==> src/rtl/div_unit.sv <==
// Serial radix-2 restoring divider for RV32M DIV/DIVU/REM/REMU.
// One quotient bit per cycle, single op in flight, one-cycle done pulse.
module div_unit #(
  parameter int XLEN           = 32,
  parameter int REG_ADDR_WIDTH = 5,
  parameter bit FAST_SPECIAL   = 1'b1
) (
  input  logic                      clk,
  input  logic                      rst,
  input  logic                      flush,
  input  logic                      div_valid,
  input  logic [1:0]                div_control,
  input  logic [REG_ADDR_WIDTH-1:0] div_rd,
  input  logic [XLEN-1:0]           div_rs1,
  input  logic [XLEN-1:0]           div_rs2,
  output logic                      div_busy,
  output logic                      div_done,
  output logic                      wb_wr_en,
  output logic [REG_ADDR_WIDTH-1:0] wb_rd,
  output logic [XLEN-1:0]           wb_wr_data
);

  localparam int CW = $clog2(XLEN);

  typedef enum logic [1:0] {
    S_IDLE,
    S_CALC,
    S_DONE
  } state_t;

  state_t                    r_state;
  logic [CW-1:0]             r_cnt;
  logic [XLEN-1:0]           r_rem;
  logic [XLEN-1:0]           r_quo;
  logic [XLEN-1:0]           r_div;
  logic [REG_ADDR_WIDTH-1:0] r_rd;
  logic [1:0]                r_op;
  logic                      r_neg_q;
  logic                      r_neg_r;

  logic            w_sgn;
  logic            w_a_neg;
  logic            w_b_neg;
  logic [XLEN-1:0] w_a_abs;
  logic [XLEN-1:0] w_b_abs;
  logic            w_zero;
  logic            w_ovf;
  logic            w_fast;
  logic [XLEN:0]   w_rem_sh;
  logic [XLEN:0]   w_trial;
  logic [XLEN-1:0] w_q_res;
  logic [XLEN-1:0] w_r_res;
  logic [XLEN-1:0] w_res;

  // control bit 0 selects unsigned, bit 1 selects remainder
  assign w_sgn   = ~div_control[0];
  assign w_a_neg = w_sgn & div_rs1[XLEN-1];
  assign w_b_neg = w_sgn & div_rs2[XLEN-1];
  assign w_a_abs = w_a_neg ? -div_rs1 : div_rs1;
  assign w_b_abs = w_b_neg ? -div_rs2 : div_rs2;
  assign w_zero  = (div_rs2 == '0);
  assign w_ovf   = w_sgn
                 & (div_rs1 == {1'b1, {(XLEN-1){1'b0}}})
                 & (div_rs2 == '1);
  assign w_fast  = FAST_SPECIAL & (w_zero | w_ovf);

  assign w_rem_sh = {r_rem, r_quo[XLEN-1]};
  assign w_trial  = w_rem_sh - {1'b0, r_div};

  assign w_q_res = r_neg_q ? -r_quo : r_quo;
  assign w_r_res = r_neg_r ? -r_rem : r_rem;
  assign w_res   = r_op[1] ? w_r_res : w_q_res;

  // outputs decode registered state only; x0 writes carry zero data
  assign div_busy   = (r_state != S_IDLE);
  assign div_done   = (r_state == S_DONE);
  assign wb_wr_en   = div_done;
  assign wb_rd      = div_done ? r_rd : '0;
  assign wb_wr_data = (div_done && (r_rd != '0)) ? w_res : '0;

  // divider FSM: accept, iterate one bit per cycle, present result
  always_ff @(posedge clk) begin
    if (rst) begin
      r_state <= S_IDLE;
      r_cnt   <= '0;
      r_rem   <= '0;
      r_quo   <= '0;
      r_div   <= '0;
      r_rd    <= '0;
      r_op    <= '0;
      r_neg_q <= 1'b0;
      r_neg_r <= 1'b0;
    end else begin
      unique case (r_state)
        S_IDLE: begin
          if (div_valid && !flush) begin
            r_rd  <= div_rd;
            r_op  <= div_control;
            r_cnt <= CW'(XLEN-1);
            if (w_fast) begin
              r_neg_q <= 1'b0;
              r_neg_r <= 1'b0;
              r_quo   <= w_zero ? '1 : div_rs1;
              r_rem   <= w_zero ? div_rs1 : '0;
              r_state <= S_DONE;
            end else begin
              r_neg_q <= (w_a_neg ^ w_b_neg) & ~w_zero;
              r_neg_r <= w_a_neg;
              r_quo   <= w_a_abs;
              r_rem   <= '0;
              r_div   <= w_b_abs;
              r_state <= S_CALC;
            end
          end
        end
        S_CALC: begin
          if (flush) begin
            r_state <= S_IDLE;
          end else begin
            r_rem <= w_trial[XLEN] ? w_rem_sh[XLEN-1:0]
                                   : w_trial[XLEN-1:0];
            r_quo <= {r_quo[XLEN-2:0], ~w_trial[XLEN]};
            r_cnt <= r_cnt - 1'b1;
            if (r_cnt == '0) r_state <= S_DONE;
          end
        end
        S_DONE: begin
          r_state <= S_IDLE;
        end
        default: begin
          r_state <= S_IDLE;
        end
      endcase
    end
  end

endmodule
==> config.mk <==
export PLATFORM = sky130hd
export DESIGN_NAME = div_unit
export DESIGN_NICKNAME = d
export VERILOG_FILES = /design/src/rtl/div_unit.sv
export SDC_FILE = /design/constraint.sdc
export NUM_CORES = 1
export LEC_CHECK = 0
export BUFFER_PORTS_ARGS = -buffer_cell sky130_fd_sc_hd__clkbuf_2
export CORE_AREA = 3 3 197 103
export CTS_BUF_LIST = sky130_fd_sc_hd__clkbuf_8
export DETAILED_ROUTE_END_ITERATION = 7
export DIE_AREA = 0 0 200 106
export PLACE_DENSITY = 0.86
export SYNTH_ARGS = -nofsm -noshare
export SYNTH_HDL_FRONTEND = slang
export SYNTH_SLANG_ARGS = --single-unit
export TNS_END_PERCENT = 50
==> constraint.sdc <==
create_clock -name clk -period 7.9 [get_ports clk]
set_clock_uncertainty 0.05 [all_clocks]
set_input_delay 0.79 -clock clk [delete_from_list [all_inputs] [get_ports clk]]
set_output_delay 0.79 -clock clk [all_outputs]
set_load 0.01 [all_outputs]
==> run summary, run 1 <==
Post-Syn Area per Cell: 7.55 sq um
Post-DRT Antenna Nets: 0
Layout fillers: 1731
Overall die width: 200 um
CTS tree: done
CTS Buf Count: 9
Mapped Cells: 1326
Max frequency: 224 MHz
Top cell type's share of synthesized area: 0.222
HP Class: flop to flop
MaxCap Viol Count: 0
Post-synthesis sequential area ratio: 0.222
CTS H-tree depth: 3
Post-synth cell types: 90
Overall routing resource usage: 0.294
Dominant cell type by area after synthesis: dfxtp_1
Clk_lat worst skew: 0.39 ns
Rel. slew slack: 0.189
DP Cell Count: 1626
Main area contributors after synthesis: dfxtp_1, nor2_1, xnor2_1
Outcome: completed
Critical path's slowest cell: o41ai_1
Post-Synth Adder-Cell Area: 0.0507
Largest net degree at the start of global routing: 77
Synthesized cell area: 10000 sq um
Share of cells above drive strength 1: 0.138
Clock tree sinks: 111
I/O Buffers: 114
P_leak: 4.10 nW
WP data arrival: 3.63 ns
Die H: 106 um
IO Pins: 115
Die footprint: 21200 sq um
GPL Wtd Cong: 0.983
Most common cell after layout, fill and taps aside: nor2_1
Max incr delay on CP: 0.63 ns
Hold_ws: 0.432 ns
Synth warnings: 0
DR DRC count: 0
Final setup fails: 0
Ys async rst share: 0
Crit-path cells: nor4_2 > nand4_1 > or4_1 > o41ai_1 > xnor2_1 > nor2_1 > a211oi_1 > clkbuf_2
Fin crit share: 0.566
Diode count: 0
Post-synthesis mux area share: 0.0287
Vias in the first global route: 9402
# hold bufs at CTS: 0
RSZ-0062 raised after global routing: false
Worst-Margin Slew: 1.22 ns
CP Data Required Time: 7.06 ns
Drt first pass iters: 5
Post-synthesis compound-gate area fraction: 0.291
Post-Synth XOR/XNOR Area: 0.128
HPWL Detailed: 24400 um
Vias per std cell: 6.31
Post-CTS sizing: 0
Initial Util: 0.543
Global-route wire length before repair: 50600 um
Startpoint types: flop
Simple-Gate Fraction of Synth Area: 0.217
Via count: 10400
Yosys reg bits: 111
Clock Path Buffers: 2
Count of final max-slew check failures: 0
Pwr Density: 174 nW/um^2
Worst reg2reg setup slack: 3.99 ns
Layout net count: 1493
Core area: 18400 sq um
Detailed Route Iter0 Violations: 1260
Fin Setup TNS: 0 ns
Largest family of logic cells by synthesized area: compound AO/OA/AOI/OAI gates
Peak VDD IR: 0.0951 mV
Initial antenna violation count: 0
Total congestion overflow: 0
Routed wire length: 31800 um
CTS root buf: clkbuf_8
Worst Path Buf+Inv: 1
DR WL/cell: 19.4 um
Critical Path Fanout Max: 7
Main synth FF type: dfxtp_1
FP Rows: 35
Hold Fails Final Rpt: 0
Syn Nets: 1441
EDFF count, synth: 0
Delay-heaviest family, CP: simple AND/OR/NAND/NOR gates
Area Growth Syn to Fin: 7.87%
Total setup buffers inserted after CTS: 0
Most frequent cells in the layout: nor2_1, a21oi_1, clkbuf_2, dfxtp_1, nand2_1
Clock transition at path regs: 0.11 ns
Crit end category: output port
Final min period: 4.47 ns
WS Path Type: flop to output port
Post-Layout Cell Count: 1642
-- Yosys cell counts, types with 12 or more instances --
| master | number |
|---|---|
| xnor2_1 | 76 |
| o31ai_1 | 18 |
| mux2i_1 | 13 |
| clkbuf_1 | 47 |
| buf_2 | 15 |
| nand4_1 | 12 |
| nor3_1 | 23 |
| or3_1 | 14 |
| nor2_1 | 179 |
| o21ai_0 | 43 |
| a311oi_1 | 12 |
| o41ai_1 | 12 |
| and2_1 | 15 |
| xor2_1 | 70 |
| nand2_1 | 93 |
| a211oi_1 | 76 |
| a22oi_1 | 15 |
| nand3_1 | 18 |
| or4_1 | 14 |
| inv_1 | 59 |
| a21oi_1 | 122 |
| ha_1 | 39 |
| dfxtp_1 | 111 |
| nor4_1 | 14 |
| a21o_1 | 14 |
| o221ai_1 | 24 |
-- layer usage --
layer / routed length, um / vias to the layer above / GRT usage
met4: 592 / 0 / 0.0667
li1: - / 4951 / -
met2: 12900 / 570 / 0.410
met3: 3630 / 52 / 0.0564
met1: 14700 / 4783 / 0.459
met5: 0 / - / 0
-- power breakdown --
group	switching, mW	total, mW	internal (mW)	leakage [nW]
sequential	0.0740	0.676	0.602	0.912
combinational	0.487	0.828	0.341	3.08
clock	0.217	0.372	0.155	0.104
-- area by class of cell --
class | instances | area, sq um | share of cell area
repair buffers | 123 | 641 | 0.0593
multi-input cells | 1074 | 7190 | 0.666
inverters | 59 | 221 | 0.0205
clock inverters | 6 | 60.1 | 0.00556
clock buffers | 10 | 138 | 0.0127
flip-flops and latches | 111 | 2220 | 0.206
well taps | 259 | 324 | 0.0300
-- flip-flops by register name, indices dropped and copies added (netlist names) --
register / count
r_div: 32
r_quo: 32
r_rem: 32
r_cnt: 5
r_rd: 5
r_state: 2
r_neg_q: 1
r_neg_r: 1
r_op: 1
-- worst min-delay path: stages (launching register included) --
cell,delay (ns)
dfxtp_1,0.34
nand2_1,0.05
a21oi_1,0.06
-- cell families after synthesis --
family	count (synthesis)
AOI/OAI and AO/OA	417
xor gates and xnor gates	146
adders and majority gates	40
buffers and inverters	141
DFF	111
muxes	27
and+or+nand+nor	444
-- final timing paths --
| check | startpoint | to | depth (start not counted) |
|---|---|---|---|
| max | r_quo[2]$_SDFFE_PP0P_ | wb_wr_data[31] | 8 |
| min | r_rd[1]$_SDFFE_PP0P_ | r_rd[1]$_SDFFE_PP0P_ | 2 |
| max reg2reg | r_quo[31]$_SDFFE_PP0P_ | r_rem[10]$_SDFFE_PP0P_ | 12 |
| min reg2reg | r_rd[1]$_SDFFE_PP0P_ | r_rd[1]$_SDFFE_PP0P_ | 2 |
-- metrics by stage --
stage               utilization  power, mW  setup slack (ns)  area, sq um
global placement          0.575       1.47              3.78        10600
finish                    0.586       1.88              3.43        10800
global route              0.586       1.98              3.22        10800
floorplan                     -       1.29              4.42        10000
CTS                       0.586       1.85              3.44        10800
detailed placement        0.575       1.49              3.87        10600
Power figures use the tool's default switching activity.
==> run 2: changes to the inputs <==
- PLACE_DENSITY: 0.86 -> 0.89
- clock period: 7.9 -> 3.95 ns (I/O delays scaled with it)
==> run 2 against run 1 <==
Compared with the run above:
- die area unchanged
- clock-buffer cell count down 1
- cell area up 2.4%
- non-clock buffer count up 23
- sequential share of layout area down 0.48 points
- worst hold slack worse by 0.28 ns
- via count up 1.6%
- largest cell class unchanged
- combinational power up 110%
- setup slack worse by 3.3 ns
- flip-flop and latch count unchanged
- critical endpoint unchanged
==> run summary, run 2 (synthesized netlist as in run 1, its figures left out) <==
Post-DRT Antenna Nets: 0 (unchanged)
Final setup fails: 0 (unchanged)
Hold_ws: 0.152 ns (-0.280 ns)
Most frequent cells in the layout: nor2_1, a21oi_1, clkbuf_2, dfxtp_1, nand2_1
Vias in the first global route: 9702 (+3.2%)
Rel. slew slack: 0.233 (+0.0439)
Critical Path Fanout Max: 7 (unchanged)
Clock transition at path regs: 0.12 ns (about the same)
HPWL Detailed: 25200 um (+3.2%)
Count of final max-slew check failures: 0 (unchanged)
HP Class: input pin to flop
Hold Fails Final Rpt: 0 (unchanged)
Via count: 10500 (+1.6%)
P_leak: 4.25 nW (+3.6%)
Crit end category: output port
Fin Setup TNS: 0 ns (unchanged)
Worst-Margin Slew: 1.15 ns (-0.0658 ns)
Initial Util: 0.543 (unchanged)
Detailed Route Iter0 Violations: 1465 (+16%)
Clock tree sinks: 111 (unchanged)
Post-CTS sizing: 0 (unchanged)
Diode count: 0 (unchanged)
Hold path start: div_control[1]
Hold depth: 3 (+1)
Largest registers: r_div: 32 flops, r_quo: 32 flops, r_rem: 32 flops
CP Data Required Time: 3.50 ns (-3.56 ns)
Sw Ratio: 0.417 (+0.00277)
Worst reg2reg startpoint: r_quo[31]$_SDFFE_PP0P_
Overall routing resource usage: 0.302 (+0.00811)
Peak VDD IR: 0.188 mV (+98%)
WP data arrival: 3.36 ns (-0.27 ns)
Post-Layout Cell Count: 1665 (+1.4%)
WS Path Type: flop to output port
Die footprint: 21200 sq um (unchanged)
Core area: 18400 sq um (unchanged)
Most common cell after layout, fill and taps aside: nor2_1
Final min period: 3.80 ns
Die H: 106 um (unchanged)
Crit path from: r_quo[6]$_SDFFE_PP0P_
Sw power: 1.60 mW (+110%)
Total power: 3.83 mW (+100%)
Routed wire length: 32600 um (+2.3%)
DR WL/cell: 19.6 um (+0.93%)
Drt first pass iters: 6 (+1)
Pwr Density: 346 nW/um^2 (+99%)
Startpoint types: flop
Combinational Power Share: 0.455 (+0.014)
GPL Wtd Cong: 0.967 (-1.7%)
CTS tree: done
Reg2reg end: r_rem[16]$_SDFFE_PP0P_
Area Growth Syn to Fin: 10.5%
Largest net degree at the start of global routing: 73 (-5.2%)
Clock Path Buffers: 2 (unchanged)
Outcome: completed
FF-to-FF path depth: 13 (+1)
Layout net count: 1516 (+1.5%)
FP Rows: 35 (unchanged)
Total setup buffers inserted after CTS: 0 (unchanged)
Internal: 2.23 mW (+100%)
Total congestion overflow: 0 (unchanged)
Initial antenna violation count: 0 (unchanged)
Share of cells above drive strength 1: 0.154 (+0.0155)
IO Pins: 115 (unchanged)
Worst reg2reg setup slack: 0.44 ns (-3.55 ns)
Clk_lat worst skew: 0.40 ns (about the same)
Flop pwr share: 0.349 (-0.012)
DR DRC count: 0 (unchanged)
Fin crit share: 0.962
Hold Path End: r_op[1]$_SDFFE_PP0P_
DP Cell Count: 1649 (+1.4%)
MaxCap Viol Count: 0 (unchanged)
Overall die width: 200 um (unchanged)
CTS H-tree depth: 3 (unchanged)
CTS root buf: clkbuf_8
CTS Buf Count: 9 (unchanged)
Max frequency: 263 MHz
Global-route wire length before repair: 51500 um (+1.7%)
# hold bufs at CTS: 0 (unchanged)
Clock power share: 0.196 (-0.002)
I/O Buffers: 114 (unchanged)
Vias per std cell: 6.32 (+0.18%)
## run 2: power by group through the flow
stage / sequential, mW / combinational, mW / clock [mW]
floorplan: 1.31 / 1.28 / 0
global placement: 1.34 / 1.65 / 0
detailed placement: 1.35 / 1.69 / 0
CTS: 1.33 / 1.70 / 0.746
global route: 1.35 / 1.90 / 0.791
finish: 1.34 / 1.74 / 0.750
## run 2: worst max path at each step
stage	to	slack, ns	depth (start not counted)
2_1_floorplan	r_rem[16]$_SDFFE_PP0P_	0.74	13
3_3_place_gp	r_rem[16]$_SDFFE_PP0P_	0.54	13
3_5_place_dp	wb_wr_data[31]	0.49	9
4_1_cts	wb_wr_data[31]	0.04	9
5_1_grt	wb_wr_data[31]	-0.06	9
6_report	wb_wr_data[31]	0.15	9
## run 2: layout make-up
type                       count  area [sq um]
fill                        1670          7380
multi-input combinational   1074          7220
sequential                   111          2220
timing repair buffer         146           863
tap                          259           324
inverter                      59           221
clock buffer                   9           124
clock inverter                 7          80.1
## run 2: metal layers
| layer | share of wire | global-route usage | up-vias |
|---|---|---|---|
| met4 | 0.020 | 0.0697 | 0 |
| met2 | 0.42 | 0.449 | 588 |
| met5 | 0 | 0 | - |
| met3 | 0.12 | 0.0621 | 56 |
| li1 | - | - | 4988 |
| met1 | 0.44 | 0.447 | 4888 |
## run 2: through the flow
stage	worst slack [ns]	util	area (sq um)
floorplan	0.744	-	10000
global placement	0.539	0.587	10800
detailed placement	0.493	0.587	10800
CTS	0.0394	0.598	11000
global route	-0.0634	0.600	11100
finish	0.149	0.600	11100
## run 2: critical path, cell delays in order, from the launching register on
cell and delay, ns:
dfxtp_1 0.40, nor4_2 0.51, nand4_1 0.26, or4_1 0.55, o41ai_1 0.41, buf_4 0.20
xnor2_1 0.11, nor2_1 0.09, a211oi_1 0.26, clkbuf_2 0.17
==> run 3: changes to the inputs <==
- PLACE_DENSITY: 0.89 -> 0.86
- clock period: 3.95 -> 3.6 ns (I/O delays scaled with it)
==> run 3 against run 2 <==
Compared with the run above:
- critical path depth stayed put
- setup slack worse by 0.070 ns
- via count is 0.93% higher
- critical path type unchanged
==> run summary, run 3 (synthesized netlist as in run 1, its figures left out) <==
Critical Path Fanout Max: 5 (-2)
Largest net degree at the start of global routing: 112 (+53%)
Area Growth Syn to Fin: 13.2%
Rel. slew slack: 0.134 (-0.0982)
GPL Wtd Cong: 0.948 (-1.9%)
CTS root buf: clkbuf_8
Clock transition at path regs: 0.12 ns (about the same)
WS Path Type: flop to output port
Final Core Density: 0.615 (+0.0149)
Cell area after layout: 11300 sq um (+2.5%)
IO Pins: 115 (unchanged)
Worst reg2reg setup slack: 0.17 ns (-0.27 ns)
DR DRC count: 0 (unchanged)
Clock tree sinks: 111 (unchanged)
Startpoint types: flop
Post-placement cell area: 10900 sq um (+1.0%)
I/O Buffers: 114 (unchanged)
Vias in the first global route: 9636 (-0.68%)
Die footprint: 21200 sq um (unchanged)
WP data arrival: 3.11 ns (-0.25 ns)
Final setup fails: 0 (unchanged)
Clock Path Buffers: 2 (unchanged)
Hold Fails Final Rpt: 0 (unchanged)
CTS H-tree depth: 3 (unchanged)
Total congestion overflow: 0 (unchanged)
Pwr Density: 381 nW/um^2 (+10%)
Diode count: 0 (unchanged)
Via count: 10600 (+0.93%)
Die H: 106 um (unchanged)
HP Class: input pin to flop
Initial antenna violation count: 1 (+1)
Peak VDD IR: 0.194 mV (+2.8%)
Final min period: 3.52 ns
Detailed Route Iter0 Violations: 1132 (-23%)
Post-DRT Antenna Nets: 0 (unchanged)
FP Rows: 35 (unchanged)
DR WL/cell: 19.3 um (-1.2%)
Fin crit share: 0.978
Most frequent cells in the layout: nor2_1, a21oi_1, clkbuf_2, dfxtp_1, nand2_1
Share of cells above drive strength 1: 0.184 (+0.0304)
Overall die width: 200 um (unchanged)
Outcome: completed
Hold_ws: 0.133 ns (-0.0192 ns)
Overall routing resource usage: 0.300 (-0.00279)
Clk_lat worst skew: 0.40 ns (about the same)
Routed wire length: 32500 um (about the same)
Core area: 18400 sq um (unchanged)
CTS tree: done
MaxCap Viol Count: 0 (unchanged)
Layout net count: 1534 (+1.2%)
Drt first pass iters: 6 (unchanged)
Most common cell after layout, fill and taps aside: nor2_1
CTS Buf Count: 9 (unchanged)
Worst-Margin Slew: 1.30 ns (+0.144 ns)
CP Data Required Time: 3.19 ns (-0.31 ns)
HPWL Detailed: 24900 um (-1.0%)
Total power: 4.32 mW (+13%)
Max frequency: 284 MHz
P_leak: 4.38 nW (+3.2%)
Largest registers: r_div: 32 flops, r_quo: 32 flops, r_rem: 32 flops
Global-route wire length before repair: 51100 um (-0.78%)
Initial Util: 0.543 (unchanged)
Vias per std cell: 6.31 (-0.15%)
Count of final max-slew check failures: 0 (unchanged)
Crit end category: output port
[run 3: per-layer routing]
layer | global-route usage | wire [um] | up-vias
met2 | 0.426 | 13400 | 595
met4 | 0.0597 | 455 | 2
met5 | 0 | 13 | -
met3 | 0.0769 | 4010 | 46
met1 | 0.452 | 14700 | 4942
li1 | - | - | 5033
[run 3: final cells by class]
cell class	instances	area, sq um
Multi-Input combinational cell	1074	7330
Fill cell	1664	7100
Sequential cell	111	2240
Timing Repair Buffer	164	1020
Tap cell	259	324
Inverter	59	221
Clock buffer	10	138
Clock inverter	6	68.8
[run 3: what timing repair did]
item,4_1_cts,5_1_grt
setup buffers,1,1
gates cloned,0,1
pin swaps,1,8
hold buffers,0,0
endpoints found under the setup margin,9,17
resized for setup,10,29
[run 3: final timing paths]
| check | startpoint | end | cells after the start |
|---|---|---|---|
| worst min register to register | r_rd[2]$_SDFFE_PP0P_ | r_rd[2]$_SDFFE_PP0P_ | 2 |
| worst max register to register | r_quo[31]$_SDFFE_PP0P_ | r_rem[17]$_SDFFE_PP0P_ | 13 |
| worst min-delay path | div_rd[4] | r_rd[4]$_SDFFE_PP0P_ | 3 |
| worst max-delay path | r_rem[5]$_SDFFE_PP0P_ | wb_wr_data[31] | 9 |
[run 3: stage by stage]
| stage | TNS [ns] | instances | setup slack, ns |
|---|---|---|---|
| after detailed placement | 0 | 1664 | 0.128 |
| after floorplan | 0 | 1326 | 0.394 |
| after global placement | 0 | 1664 | 0.210 |
| after CTS | 0 | 1681 | 0.0137 |
| after global routing | -0.0513 | 1683 | -0.0231 |
| final | 0 | 1683 | 0.0791 |
[run 3: critical path, cell delays in order (launching register included)]
cell and delay, ns:
dfxtp_4 0.40, nor4_4 0.34, nand3_1 0.16, or3_4 0.42, or2_4 0.26, or3_4 0.36
o31ai_2 0.22, xor2_1 0.12, a211oi_2 0.26, buf_2 0.17
[run 3: power breakdown]
group,switching [mW],internal (mW),total (mW)
logic,1.18,0.855,2.04
registers,0.126,1.32,1.45
clock network,0.485,0.348,0.832
